## src/rtl/elevator_car_pkg.sv

```systemverilog
// Shared definitions for the elevator car: state encoding, floor geometry,
// direction codes and the timer width used by the travel/door counter.
package elevator_car_pkg;

    localparam int NUM_FLOORS = 8;
    localparam int FLOOR_W    = 3;
    localparam int TIMER_W    = 8;

    localparam logic DIR_UP   = 1'b1;
    localparam logic DIR_DOWN = 1'b0;

    localparam logic [FLOOR_W-1:0] BOTTOM_FLOOR = '0;
    localparam logic [FLOOR_W-1:0] TOP_FLOOR    = FLOOR_W'(NUM_FLOORS - 1);

    typedef enum logic [1:0] {
        ST_IDLE      = 2'd0,
        ST_MOVING    = 2'd1,
        ST_DOOR_OPEN = 2'd2
    } car_state_e;

    // True when the car cannot travel any further in the given direction.
    function automatic logic at_end_floor(input logic [FLOOR_W-1:0] floor,
                                          input logic dir);
        return (dir == DIR_UP) ? (floor == TOP_FLOOR) : (floor == BOTTOM_FLOOR);
    endfunction

endpackage

```

## src/rtl/elevator_car_cycle_timer.sv

```systemverilog
// Loadable down-counter with a zero flag. The car uses a single instance for
// both the per-floor travel time and the door-open time, since the two never
// overlap.
module elevator_car_cycle_timer
    import elevator_car_pkg::*;
(
    input  logic               clk_i,
    input  logic               rst_ni,
    input  logic               load_i,
    input  logic [TIMER_W-1:0] value_i,
    input  logic               dec_i,
    output logic               zero_o
);

    logic [TIMER_W-1:0] count_q;
    logic [TIMER_W-1:0] count_d;

    // Load wins over decrement; decrement saturates at zero.
    always_comb begin
        count_d = count_q;
        if (load_i) begin
            count_d = value_i;
        end else if (dec_i && (count_q != '0)) begin
            count_d = count_q - TIMER_W'(1);
        end
    end

    // Counter register, cleared asynchronously.
    always_ff @(posedge clk_i or negedge rst_ni) begin
        if (!rst_ni) begin
            count_q <= '0;
        end else begin
            count_q <= count_d;
        end
    end

    assign zero_o = (count_q == '0);

endmodule

```

## src/rtl/elevator_car.sv

```systemverilog
// Single elevator car: idles, travels floor by floor at a fixed rate, and
// opens its door for a fixed time when it stops at a called floor.
module elevator_car
    import elevator_car_pkg::*;
#(
    parameter int TRAVEL_CYCLES = 8,
    parameter int DOOR_CYCLES   = 4
) (
    input  logic                  clk,
    input  logic                  reset,
    input  logic                  should_move,
    input  logic                  direction,
    input  logic [NUM_FLOORS-1:0] call_inside,
    input  logic [NUM_FLOORS-1:0] call_up,
    input  logic [NUM_FLOORS-1:0] call_down,
    output logic [FLOOR_W-1:0]    cur_floor,
    output logic                  floor_reached,
    output logic                  door_open,
    output logic                  moving,
    output logic                  travel_dir
);

    localparam logic [TIMER_W-1:0] TRAVEL_LOAD = TIMER_W'(TRAVEL_CYCLES - 1);
    localparam logic [TIMER_W-1:0] DOOR_LOAD   = TIMER_W'(DOOR_CYCLES - 1);

    car_state_e         state_q;
    car_state_e         state_d;
    logic [FLOOR_W-1:0] floor_q;
    logic [FLOOR_W-1:0] floor_d;
    logic               dir_q;
    logic               dir_d;
    logic               pulse_q;
    logic               pulse_d;

    logic               timer_load;
    logic [TIMER_W-1:0] timer_value;
    logic               timer_dec;
    logic               timer_zero;

    logic [NUM_FLOORS-1:0] calls;
    logic                  call_here;
    logic                  can_step;
    logic [FLOOR_W-1:0]    step_floor;
    logic [FLOOR_W-1:0]    next_floor;
    logic                  call_next;

    // Any kind of call at a floor counts as a reason to stop there.
    assign calls      = call_inside | call_up | call_down;
    assign call_here  = calls[floor_q];
    assign can_step   = !at_end_floor(floor_q, dir_q);
    assign step_floor = (dir_q == DIR_UP) ? (floor_q + FLOOR_W'(1)) : (floor_q - FLOOR_W'(1));
    assign next_floor = can_step ? step_floor : floor_q;
    assign call_next  = can_step && calls[step_floor];

    elevator_car_cycle_timer u_cycle_timer (
        .clk_i   (clk),
        .rst_ni  (reset),
        .load_i  (timer_load),
        .value_i (timer_value),
        .dec_i   (timer_dec),
        .zero_o  (timer_zero)
    );

    // Next-state logic: decides departures, floor steps, stops and door closing.
    always_comb begin
        state_d     = state_q;
        floor_d     = floor_q;
        dir_d       = dir_q;
        pulse_d     = 1'b0;
        timer_load  = 1'b0;
        timer_value = '0;
        timer_dec   = 1'b0;

        case (state_q)
            ST_IDLE: begin
                if (call_here) begin
                    state_d     = ST_DOOR_OPEN;
                    timer_load  = 1'b1;
                    timer_value = DOOR_LOAD;
                    pulse_d     = 1'b1;
                end else if (should_move && !at_end_floor(floor_q, direction)) begin
                    state_d     = ST_MOVING;
                    dir_d       = direction;
                    timer_load  = 1'b1;
                    timer_value = TRAVEL_LOAD;
                end
            end

            ST_MOVING: begin
                if (!timer_zero) begin
                    timer_dec = 1'b1;
                end else begin
                    floor_d = next_floor;
                    if (call_next) begin
                        state_d     = ST_DOOR_OPEN;
                        timer_load  = 1'b1;
                        timer_value = DOOR_LOAD;
                        pulse_d     = 1'b1;
                    end else if (should_move && (direction == dir_q) &&
                                 !at_end_floor(next_floor, dir_q)) begin
                        timer_load  = 1'b1;
                        timer_value = TRAVEL_LOAD;
                    end else begin
                        state_d = ST_IDLE;
                    end
                end
            end

            ST_DOOR_OPEN: begin
                if (!timer_zero) begin
                    timer_dec = 1'b1;
                end else begin
                    state_d = ST_IDLE;
                end
            end

            default: begin
                state_d = ST_IDLE;
            end
        endcase
    end

    // State, position, latched direction and arrival pulse registers.
    always_ff @(posedge clk or negedge reset) begin
        if (!reset) begin
            state_q <= ST_IDLE;
            floor_q <= BOTTOM_FLOOR;
            dir_q   <= DIR_UP;
            pulse_q <= 1'b0;
        end else begin
            state_q <= state_d;
            floor_q <= floor_d;
            dir_q   <= dir_d;
            pulse_q <= pulse_d;
        end
    end

    assign cur_floor     = floor_q;
    assign floor_reached = pulse_q;
    assign door_open     = (state_q == ST_DOOR_OPEN);
    assign moving        = (state_q == ST_MOVING);
    assign travel_dir    = dir_q;

endmodule

```

## config.mk

```make
export PLATFORM = sky130hd
export DESIGN_NAME = elevator_car
export DESIGN_NICKNAME = d
export VERILOG_FILES = /design/src/rtl/elevator_car_pkg.sv /design/src/rtl/elevator_car_cycle_timer.sv /design/src/rtl/elevator_car.sv
export SDC_FILE = /design/constraint.sdc
export NUM_CORES = 1
export LEC_CHECK = 0
export CORE_MARGIN = 2
export CORE_UTILIZATION = 40
export DETAILED_ROUTE_END_ITERATION = 16
export PLACE_DENSITY = 0.7
export SYNTH_ARGS = -nofsm -noshare
export SYNTH_HDL_FRONTEND = slang
export SYNTH_SLANG_ARGS = --single-unit
```

## constraint.sdc

```tcl
create_clock -name clk -period 3.2 [get_ports clk]
set_input_delay 0.8 -clock clk [delete_from_list [all_inputs] [get_ports clk]]
set_output_delay 0.8 -clock clk [all_outputs]
set_load 0.01 [all_outputs]
```

==> impl_metrics.toml, run 1 <==
[sta]
tns_ns = 0
finalSetupViolations = 0
period_minus_slack_ns = 2.971
min_period_over_period = 0.9284
max_freq_mhz = 336.6
rsz0062_at_grt = "false"
slew_headroom = 0.5061
worstMarginPinSlew_ns = 0.7385
finalHoldViolCount = 0
finClkSkew_ns = 0.002826
slew_violations = 0

[worst_hold_path]
hold_class = "flop to flop"

[global_route]
antenna_found_initial = 0
grt_max_degree = 31
grt_overflow = 0
grt_pass1_wl_um = 6555
grt_pass1_vias = 1414
gr-usage-all-layers = 0.2011

[placement]
numPortBuffers = 34
gp_congestion = 0.7812
hpwl_um = 2823

[pwr]
switching_share = 0.4500
p_clk_frac = 0.082
leakagePower_nw = 0.7273
switchingPower_mw = 0.6546
intPower_mw = 0.8001
max-vdd-ir-drop_uv = 467.6
comb_power_share = 0.689
finalPower_mw = 1.455
pwr-share-seq = 0.229
power.density_mw_per_mm2 = 809.7

[yosys]
async_flop_share = 1.000
synth_edf_count = 0
synth_nets = 202
ys_warn_count = 0
yosys_register_bits = 15
synth_area_mm2 = 0.001379
ys_types = 57
synth_seq_area_share = 0.2731
synth_flop_cell = "dfrtp_1"
syn_inst = 169
post_synth.cell_area_avg_um2 = 8.159

[cts]
cts_root_buffer = "clkbuf_4"
cts_inserted_buffers = 3
hold_buffers = 0
clk_pin_slew_worst_paths_ns = 0.11
htree_levels = 1
clock_sinks = 15
cts_tree = "done"
clockBufferDepth = 2
clk_latency_ns = 0.29

[critical_path]
cp.depth = 8
r2r_slack_ns = 0.23
rr_worst_depth = 8
path_buf_inv = 1
crit_end = "u_cycle_timer.count_q[1]$_DFFE_PN0P_"
critPathSlowestCell = "fa_1"
cp_data_required_time_ns = 3.39
timing.rr.start = "travel_dir$_DFFE_PN1P_"
worst_ep_arrival_time_ns = 3.16
r2r-end = "u_cycle_timer.count_q[1]$_DFFE_PN0P_"
worstSetupPathType = "flop to flop"
cp-startpoint = "travel_dir$_DFFE_PN1P_"
startpoint_type = "flop"
cp_slowest_stage_delay_ns = 0.65
critPathTopFamily = "compound AO/OA/AOI/OAI gates"
cp_cell_sequence = "inv_1, fa_1, nor4b_1, nor2b_1, a221o_1, a222oi_1, o21ai_2, a211o_1"
crit_path_end_kind = "flop"
crit_fanout = 8

[drt]
vias = 1442
wl_per_cell_um = 14.69
drc_errors = 0
ant_nets = 0
dr.pass1.iters = 4
drt_iter0_markers = 93
drt-vias-per-instance = 5.815
routed_wl_um = 3643

[die]
die_w_um = 62.71
die_h_um = 62.71
dieArea_mm2 = 0.003933
core_area_mm2 = 0.003311
num_io_pins = 35
start_util = 0.4165
rows = 21

[final_layout]
final_common_cell = "clkdlybuf4s50_1"
final_net_count = 236
syn2layout_area_growth_pct = 30.31
final_cell_mix = "clkdlybuf4s50_1 (34), nor2_1 (15), dfrtp_1 (14)"
nFillCells = 332
drive_above_1_share = 0.09901
diodes = 0

[run_status]
outcome = "complete, no violations"

[run]
max_cap_violations = 0
[final cells by class]
class | instances | area (um^2) | area share
Multi-Input combinational cell | 135 | 924.6 | 0.5146
Clock buffer | 4 | 26.28 | 0.01462
Timing Repair Buffer | 39 | 377.9 | 0.2103
Inverter | 9 | 33.78 | 0.01880
Sequential cell | 15 | 376.6 | 0.2096
Tap cell | 46 | 57.56 | 0.03203
[sequential cells by signal, indices dropped and copies added (netlist names)]
signal                 cells
cur_floor                  3
state_q                    2
floor_reached              1
travel_dir                 1
u_cycle_timer.count_q      8
[synthesized netlist by cell type, types with 2 or more instances]
cell type	count	area [um^2]
nand3_1	8	40.04
nor3_1	13	65.06
ha_1	4	50.05
o41ai_1	2	17.52
buf_2	4	20.02
a221o_1	2	20.02
inv_1	9	33.78
or3_1	4	25.02
a21oi_1	6	30.03
a211oi_1	3	22.52
nand4_1	2	12.51
xor2_1	3	26.28
xnor2_1	5	43.79
o21ai_0	10	50.05
nor3b_1	2	15.01
and3_1	2	12.51
nand2b_1	4	25.02
a41oi_1	2	17.52
a21o_1	2	15.01
o21a_1	2	15.01
and2_1	2	12.51
nor2_1	15	56.30
a22o_1	2	17.52
a2bb2oi_1	2	17.52
nor4_1	3	18.77
nand2_1	7	26.28
dfrtp_1	14	350.3
clkbuf_1	5	18.77
nor4b_1	2	17.52
[through the flow]
| stage | worst slack [ns] | instances | hold slack (ns) | utilization | area (um^2) |
|---|---|---|---|---|---|
| after floorplan | 0.1084 | 169 | 0.4824 | - | 1379 |
| after global routing | 0.01510 | 248 | 0.5715 | 0.5427 | 1797 |
| after CTS | 0.1452 | 248 | 0.5438 | 0.5408 | 1790 |
| final | 0.2290 | 248 | 0.5390 | 0.5427 | 1797 |
| after global placement | 0.1951 | 244 | 0.5006 | 0.5329 | 1764 |
| after detailed placement | 0.1667 | 244 | 0.5205 | 0.5329 | 1764 |
[metal layers]
layer  vias to the layer above  track usage  wire [um]
li1                        704            -          -
met1                       697       0.2489       1545
met2                        39       0.3710       1895
met3                         2      0.03784        187
met4                         0      0.02500         14
met5                         -            0          0
[power groups by stage]
stage,registers [mW],logic (mW),clock network (mW)
finish,0.333,1.00,0.119
global route,0.347,1.13,0.127
CTS,0.333,1.01,0.119
detailed placement,0.338,0.998,0
global placement,0.331,0.977,0
floorplan,0.339,0.713,0
[how the worst min path moves through the flow]
stage / endpoint / cells past startpoint / start
after floorplan: u_cycle_timer.count_q[1]$_DFFE_PN0P_ / 1 / u_cycle_timer.count_q[1]$_DFFE_PN0P_
after global placement: u_cycle_timer.count_q[1]$_DFFE_PN0P_ / 1 / u_cycle_timer.count_q[1]$_DFFE_PN0P_
after detailed placement: u_cycle_timer.count_q[1]$_DFFE_PN0P_ / 1 / u_cycle_timer.count_q[1]$_DFFE_PN0P_
after CTS: u_cycle_timer.count_q[1]$_DFFE_PN0P_ / 1 / u_cycle_timer.count_q[1]$_DFFE_PN0P_
after global routing: u_cycle_timer.count_q[1]$_DFFE_PN0P_ / 1 / u_cycle_timer.count_q[1]$_DFFE_PN0P_
final: u_cycle_timer.count_q[1]$_DFFE_PN0P_ / 1 / u_cycle_timer.count_q[1]$_DFFE_PN0P_
[cells by family (layout without fill, tap and decap cells)]
group                      after synthesis  count (layout)  synth area share
AOI/OAI and AO/OA                       51              51            0.2804
buffers and inverters                   19              52           0.06080
muxes                                    2               2           0.01543
DFF                                     15              15            0.2731
xor gates and xnor gates                 8               8           0.05082
and+or+nand+nor                         69              69            0.2686
adders and majority gates                5               5           0.05082
[what timing repair did]
item,4_1_cts,5_1_grt
setup endpoints to repair,0,1
gates resized for setup,0,1
setup buffers,0,0
(Power assumes the default switching activity.)
==> run 2, diff against run 1 <==
--- a/config.mk
+++ b/config.mk
@@ -8,7 +8,8 @@
 export CORE_MARGIN = 2
 export CORE_UTILIZATION = 40
 export DETAILED_ROUTE_END_ITERATION = 16
-export PLACE_DENSITY = 0.7
+export PLACE_DENSITY = 0.67
+export SETUP_SLACK_MARGIN = 0.05
 export SYNTH_ARGS = -nofsm -noshare
 export SYNTH_HDL_FRONTEND = slang
 export SYNTH_SLANG_ARGS = --single-unit
==> constraint.sdc (replaced) <==
create_clock -name clk -period 2.8 [get_ports clk]
set_input_delay 0.7 -clock clk [delete_from_list [all_inputs] [get_ports clk]]
set_output_delay 0.7 -clock clk [all_outputs]
set_load 0.01 [all_outputs]
==> run 2 against run 1 <==
  * Critical path depth unchanged
  * Highest routed layer unchanged
  * Largest cell class unchanged
  * Combinational power increased by 32%
  * Register-to-register slack got worse by 0.20 ns
  * Global-route usage increased by 0.29 points
==> impl_metrics.toml, run 2 (synthesis results as in run 1) <==
[run_status]
outcome = "complete, no violations"

[sta]
slew_violations = 0
period_minus_slack_ns = 2.770
finalHoldViolCount = 0
rsz0062_at_grt = "true"
tns_ns = 0
max_freq_mhz = 361.0
finalSetupViolations = 0
worstMarginPinSlew_ns = 0.7339
finClkSkew_ns = 0.002108
slew_headroom = 0.5092
min_period_over_period = 0.9892

[drt]
routed_wl_um = 3886
dr.pass1.iters = 4
drt_iter0_markers = 59
drt-vias-per-instance = 5.757
drc_errors = 0
ant_nets = 0
vias = 1491
wl_per_cell_um = 15.00

[placement]
gp_congestion = 0.8636
hpwl_um = 2934
numPortBuffers = 34
dp.cells = 252
placed_area_mm2 = 0.001867

[final_layout]
seq_area_um2 = 376.6
syn2layout_area_growth_pct = 39.56
multi_input_area_um2 = 967.2
final_net_count = 247
final_cell_mix = "clkdlybuf4s50_1 (34), buf_4 (16), nor2_1 (15)"
regMostFlops = "u_cycle_timer.count_q"
diodes = 0
nFillCells = 326
final_common_cell = "clkdlybuf4s50_1"
drive_above_1_share = 0.1737
largest_register_ffs = 8
fin_cells = 259
post-route-util = 0.5813
final_cell_area_mm2 = 0.001924

[global_route]
grt_pass1_vias = 1404
grt_max_degree = 31
grt_pass1_wl_um = 6506
grt_overflow = 0
gr-usage-all-layers = 0.2041
antenna_found_initial = 0

[cts]
clock_sinks = 15
cts_inserted_buffers = 3
clk_latency_ns = 0.29
hold_buffers = 0
clockBufferDepth = 2
clk_pin_slew_worst_paths_ns = 0.09
cts_root_buffer = "clkbuf_4"
cts_tree = "done"
htree_levels = 1

[critical_path]
crit_path_end_kind = "flop"
cp_data_required_time_ns = 2.98
cp_slowest_stage_delay_ns = 0.62
startpoint_type = "flop"
worst_ep_arrival_time_ns = 2.95
worstSetupPathType = "flop to flop"
cp_cell_sequence = "inv_4, fa_2, nor4b_4, nor2b_1, a221o_1, a222oi_1, o21ai_2, a211o_1"
critPathSlowestCell = "fa_2"
crit_fanout = 6

[die]
num_io_pins = 35
start_util = 0.4165
die_w_um = 62.71
dieArea_mm2 = 0.003933
core_area_mm2 = 0.003311
die_h_um = 62.71
rows = 21

[pwr]
power.density_mw_per_mm2 = 952.2
leakagePower_nw = 0.7956
max-vdd-ir-drop_uv = 532.7
finalPower_mw = 1.832

[worst_hold_path]
hold_class = "flop to flop"

[run]
max_cap_violations = 0
[run 2: what timing repair did]
item,in CTS,in global routing
hold endpoints to repair,0,0
gates resized for setup,0,2
buffers inserted,3,0
setup endpoints to repair,6,10
pin swaps,6,6
[run 2: path summary, 6_finish.rpt]
path	start	end	slack (ns)	depth (start not counted)
min in group asynchronous	reset	cur_floor[2]$_DFFE_PN0P_	0.83	1
setup / recovery	travel_dir$_DFFE_PN1P_	u_cycle_timer.count_q[1]$_DFFE_PN0P_	0.03	8
setup reg to reg	travel_dir$_DFFE_PN1P_	u_cycle_timer.count_q[1]$_DFFE_PN0P_	0.03	8
max in group asynchronous	reset	u_cycle_timer.count_q[3]$_DFFE_PN0P_	1.50	1
hold / removal	u_cycle_timer.count_q[1]$_DFFE_PN0P_	u_cycle_timer.count_q[1]$_DFFE_PN0P_	0.54	1
hold reg to reg	u_cycle_timer.count_q[1]$_DFFE_PN0P_	u_cycle_timer.count_q[1]$_DFFE_PN0P_	0.54	1
[run 2: through the flow]
step,setup slack [ns],hold WS (ns)
detailed placement,-0.01753,0.5166
floorplan,-0.03744,0.4044
finish,0.03027,0.5390
global route,-0.09290,0.5652
global placement,0.01490,0.4969
CTS,0.004087,0.5398
[run 2: worst max-delay path, delay by kind of cell (launching register included)]
family                     cells  cell delay [ns]
DFF                            1             0.57
and+or+nand+nor                2             0.32
adders and majority gates      1             0.62
AOI/OAI and AO/OA              4             1.12
buffers and inverters          1             0.04
[run 2: area by class of cell]
class,count,share of cell area
Clock buffer,4,0.01365
Inverter,9,0.01886
Multi-Input combinational cell,135,0.5026
Sequential cell,15,0.1957
Tap cell,46,0.02991
Timing Repair Buffer,50,0.2393
[run 2: power breakdown]
part	total [mW]	internal, mW	leakage, nW	switching, mW
clock network	0.132	0.0554	0.0150	0.0762
registers	0.385	0.311	0.193	0.0733
logic	1.32	0.671	0.588	0.645
[run 2: metal layers]
metal | track usage | vias to the layer above | part of all wire
met5 | 0 | - | 0
met2 | 0.3804 | 39 | 0.52
li1 | - | 724 | -
met4 | 0.05833 | 0 | 0.011
met3 | 0.03423 | 5 | 0.047
met1 | 0.2381 | 723 | 0.42
==> run 3, diff against run 2 <==
--- a/config.mk
+++ b/config.mk
@@ -5,6 +5,7 @@
 export SDC_FILE = /design/constraint.sdc
 export NUM_CORES = 1
 export LEC_CHECK = 0
+export ABC_AREA = 1
 export CORE_MARGIN = 2
 export CORE_UTILIZATION = 40
 export DETAILED_ROUTE_END_ITERATION = 16
==> run 3 against run 2 <==
  * Synthesized cell count is 25% higher
  * Sequential share of layout area grew 1.6 points
  * Critical path type is now flop to output port
  * Critical endpoint is now moving
  * Highest routed layer unchanged
  * Non-clock buffer count is 16 lower
  * Worst setup slack improved by 0.50 ns
  * Via count shrank 9.1%
  * Fmax increased by 22%
  * First-iteration DRC count shrank 25%
  * Register-to-register slack improved by 0.60 ns
  * Worst hold slack got worse by 0.025 ns
  * Count of clock-buffer cells in the layout is 1 lower
  * Largest power group unchanged
==> impl_metrics.toml, run 3 <==
[yosys]
synth_compound_area_frac = 0.06141
synth_area_mm2 = 0.001365
yosys.area_share.simple = 0.4711
yosys_register_bits = 15
synthXorXnorAreaFrac = 0.03850
synthMuxAreaShare = 0
ys_types = 28
netlist_top_cells_area = "dfrtp_1 (26%), nand2_1 (15%), nor2_1 (8.5%)"
netlist.top_cell.by_area = "dfrtp_1"
synthTopCellsByCount = "nand2_1 (55), nor2_1 (31), inv_1 (27)"
synth_nets = 244
synthAdderAreaFrac = 0.05133
synth_edf_count = 0
synth_top_family_by_area = "simple AND/OR/NAND/NOR gates"
post_synth.cell_area_avg_um2 = 6.469
async_flop_share = 1.000
synth_seq_area_share = 0.2759
syn_inst = 211
synth_most_common_cell = "nand2_1"
synth_top_cell_area_share = 0.2566
ys_warn_count = 0
synth_flop_cell = "dfrtp_1"

[die]
rows = 21
start_util = 0.4123
num_io_pins = 35
die_w_um = 62.42
die_h_um = 62.42
core_area_mm2 = 0.003311
dieArea_mm2 = 0.003896

[sta]
min_period_over_period = 0.8105
rsz0062_at_grt = "false"
finalSetupViolations = 0
worstMarginPinSlew_ns = 0.6965
slew_violations = 0
finClkSkew_ns = 0.01823
slew_headroom = 0.5342
finalHoldViolCount = 0
max_freq_mhz = 440.7
finalWorstSetupSlack_ns = 0.5307
period_minus_slack_ns = 2.269
tns_ns = 0

[cts]
clk_pin_slew_worst_paths_ns = 0.11
hold_buffers = 0
cts_inserted_buffers = 3
clock_sinks = 15
cts_setup_buffers = 0
clk_latency_ns = 0.30
cts_tree = "done"
clockBufferDepth = 2
post_cts_resized = 0
cts_root_buffer = "clkbuf_4"
htree_levels = 1

[global_route]
grt_max_degree = 16
antenna_found_initial = 0
grt_overflow = 0
gr-usage-all-layers = 0.1773
grt_pass1_wl_um = 5644
grt_pass1_vias = 1285

[worst_hold_path]
hold_class = "flop to flop"
hold_depth = 2
holdCritStartpoint = "state_q[0]$_DFFE_PN0P_"

[critical_path]
critPathTopFamily = "buffers and inverters"
path_buf_inv = 2
cp_data_required_time_ns = 2.10
rr_worst_depth = 11
crit_path_end_kind = "output port"
cp.depth = 3
startpoint_type = "flop"
cp-startpoint = "state_q[1]$_DFFE_PN0P_"
crit_fanout = 4
cp_slowest_stage_delay_ns = 0.56
worstSetupPathType = "flop to output port"
cp_cell_sequence = "inv_1, ha_1, clkdlybuf4s50_1"
critPathSlowestCell = "clkdlybuf4s50_1"
worst_ep_arrival_time_ns = 1.57
timing.rr.start = "travel_dir$_DFFE_PN1P_"

[drt]
dr.pass1.iters = 4
drc_errors = 0
drt_iter0_markers = 44
drt-vias-per-instance = 4.612
routed_wl_um = 3007
wl_per_cell_um = 10.23
ant_nets = 0
vias = 1356

[final_layout]
post-route-util = 0.5374
diodes = 0
final_net_count = 282
largest_register_ffs = 8
final_common_cell = "nand2_1"
drive_above_1_share = 0.1411
regMostFlops = "u_cycle_timer.count_q"
syn2layout_area_growth_pct = 30.34
final_cell_mix = "nand2_1 (55), clkdlybuf4s50_1 (34), nor2_1 (31)"

[run]
max_cap_violations = 0

[pwr]
power.density_mw_per_mm2 = 686.0
leakagePower_nw = 0.8754
max-vdd-ir-drop_uv = 451.5

[placement]
dp_slack_ns = 0.5931
hpwl_um = 2476
numPortBuffers = 34
gp_congestion = 0.8844

[run_status]
outcome = "complete, no violations"
[run 3: metrics by stage]
step | total power, mW | instance area, um^2 | std cells | hold slack, ns
after detailed placement | 1.095 | 1752 | 290 | 0.4961
final | 1.221 | 1779 | 294 | 0.5141
after global placement | 1.093 | 1752 | 290 | 0.4860
after CTS | 1.226 | 1779 | 294 | 0.5204
after floorplan | 0.8843 | 1365 | 211 | 0.4044
after global routing | 1.367 | 1779 | 294 | 0.5599
[run 3: cell type report]
| class | count | area, um^2 |
|---|---|---|
| Sequential cell | 15 | 376.6 |
| Inverter | 34 | 127.6 |
| Clock buffer | 3 | 22.52 |
| Fill cell | 341 | 1531 |
| Multi-Input combinational cell | 161 | 849.6 |
| Timing Repair Buffer | 34 | 340.3 |
| Clock inverter | 1 | 5.005 |
| Tap cell | 46 | 57.56 |
[run 3: per-layer routing]
metal | wire (um) | GRT usage
met5 | 0 | 0
met3 | 132 | 0.03964
met4 | 20 | 0.03333
met2 | 1326 | 0.2836
met1 | 1528 | 0.2480
[run 3: cells by family after synthesis]
kind of cell               count (synthesis)
buffers and inverters                     35
and+or+nand+nor                          135
adders and majority gates                  5
xor gates and xnor gates                   6
AOI/OAI and AO/OA                         15
DFF                                       15
[run 3: worst min-delay path: stages, from the launching register on]
cell and delay, ns:
dfrtp_1 0.38, nand2_1 0.06, nand2_1 0.05
[run 3: report_power, final]
part / leakage, nW / switching (mW) / internal [mW]
registers: 0.192 / 0.0533 / 0.277
clock network: 0.0177 / 0.0763 / 0.0532
logic: 0.666 / 0.459 / 0.302
[run 3: final timing paths]
check / to / slack (ns)
setup / recovery: moving / 0.53
hold / removal: state_q[0]$_DFFE_PN0P_ / 0.51
setup reg to reg: u_cycle_timer.count_q[2]$_DFFE_PN0P_ / 0.63
hold reg to reg: state_q[0]$_DFFE_PN0P_ / 0.51
max in group asynchronous: floor_reached$_DFF_PN0_ / 1.53
min in group asynchronous: u_cycle_timer.count_q[1]$_DFFE_PN0P_ / 0.81
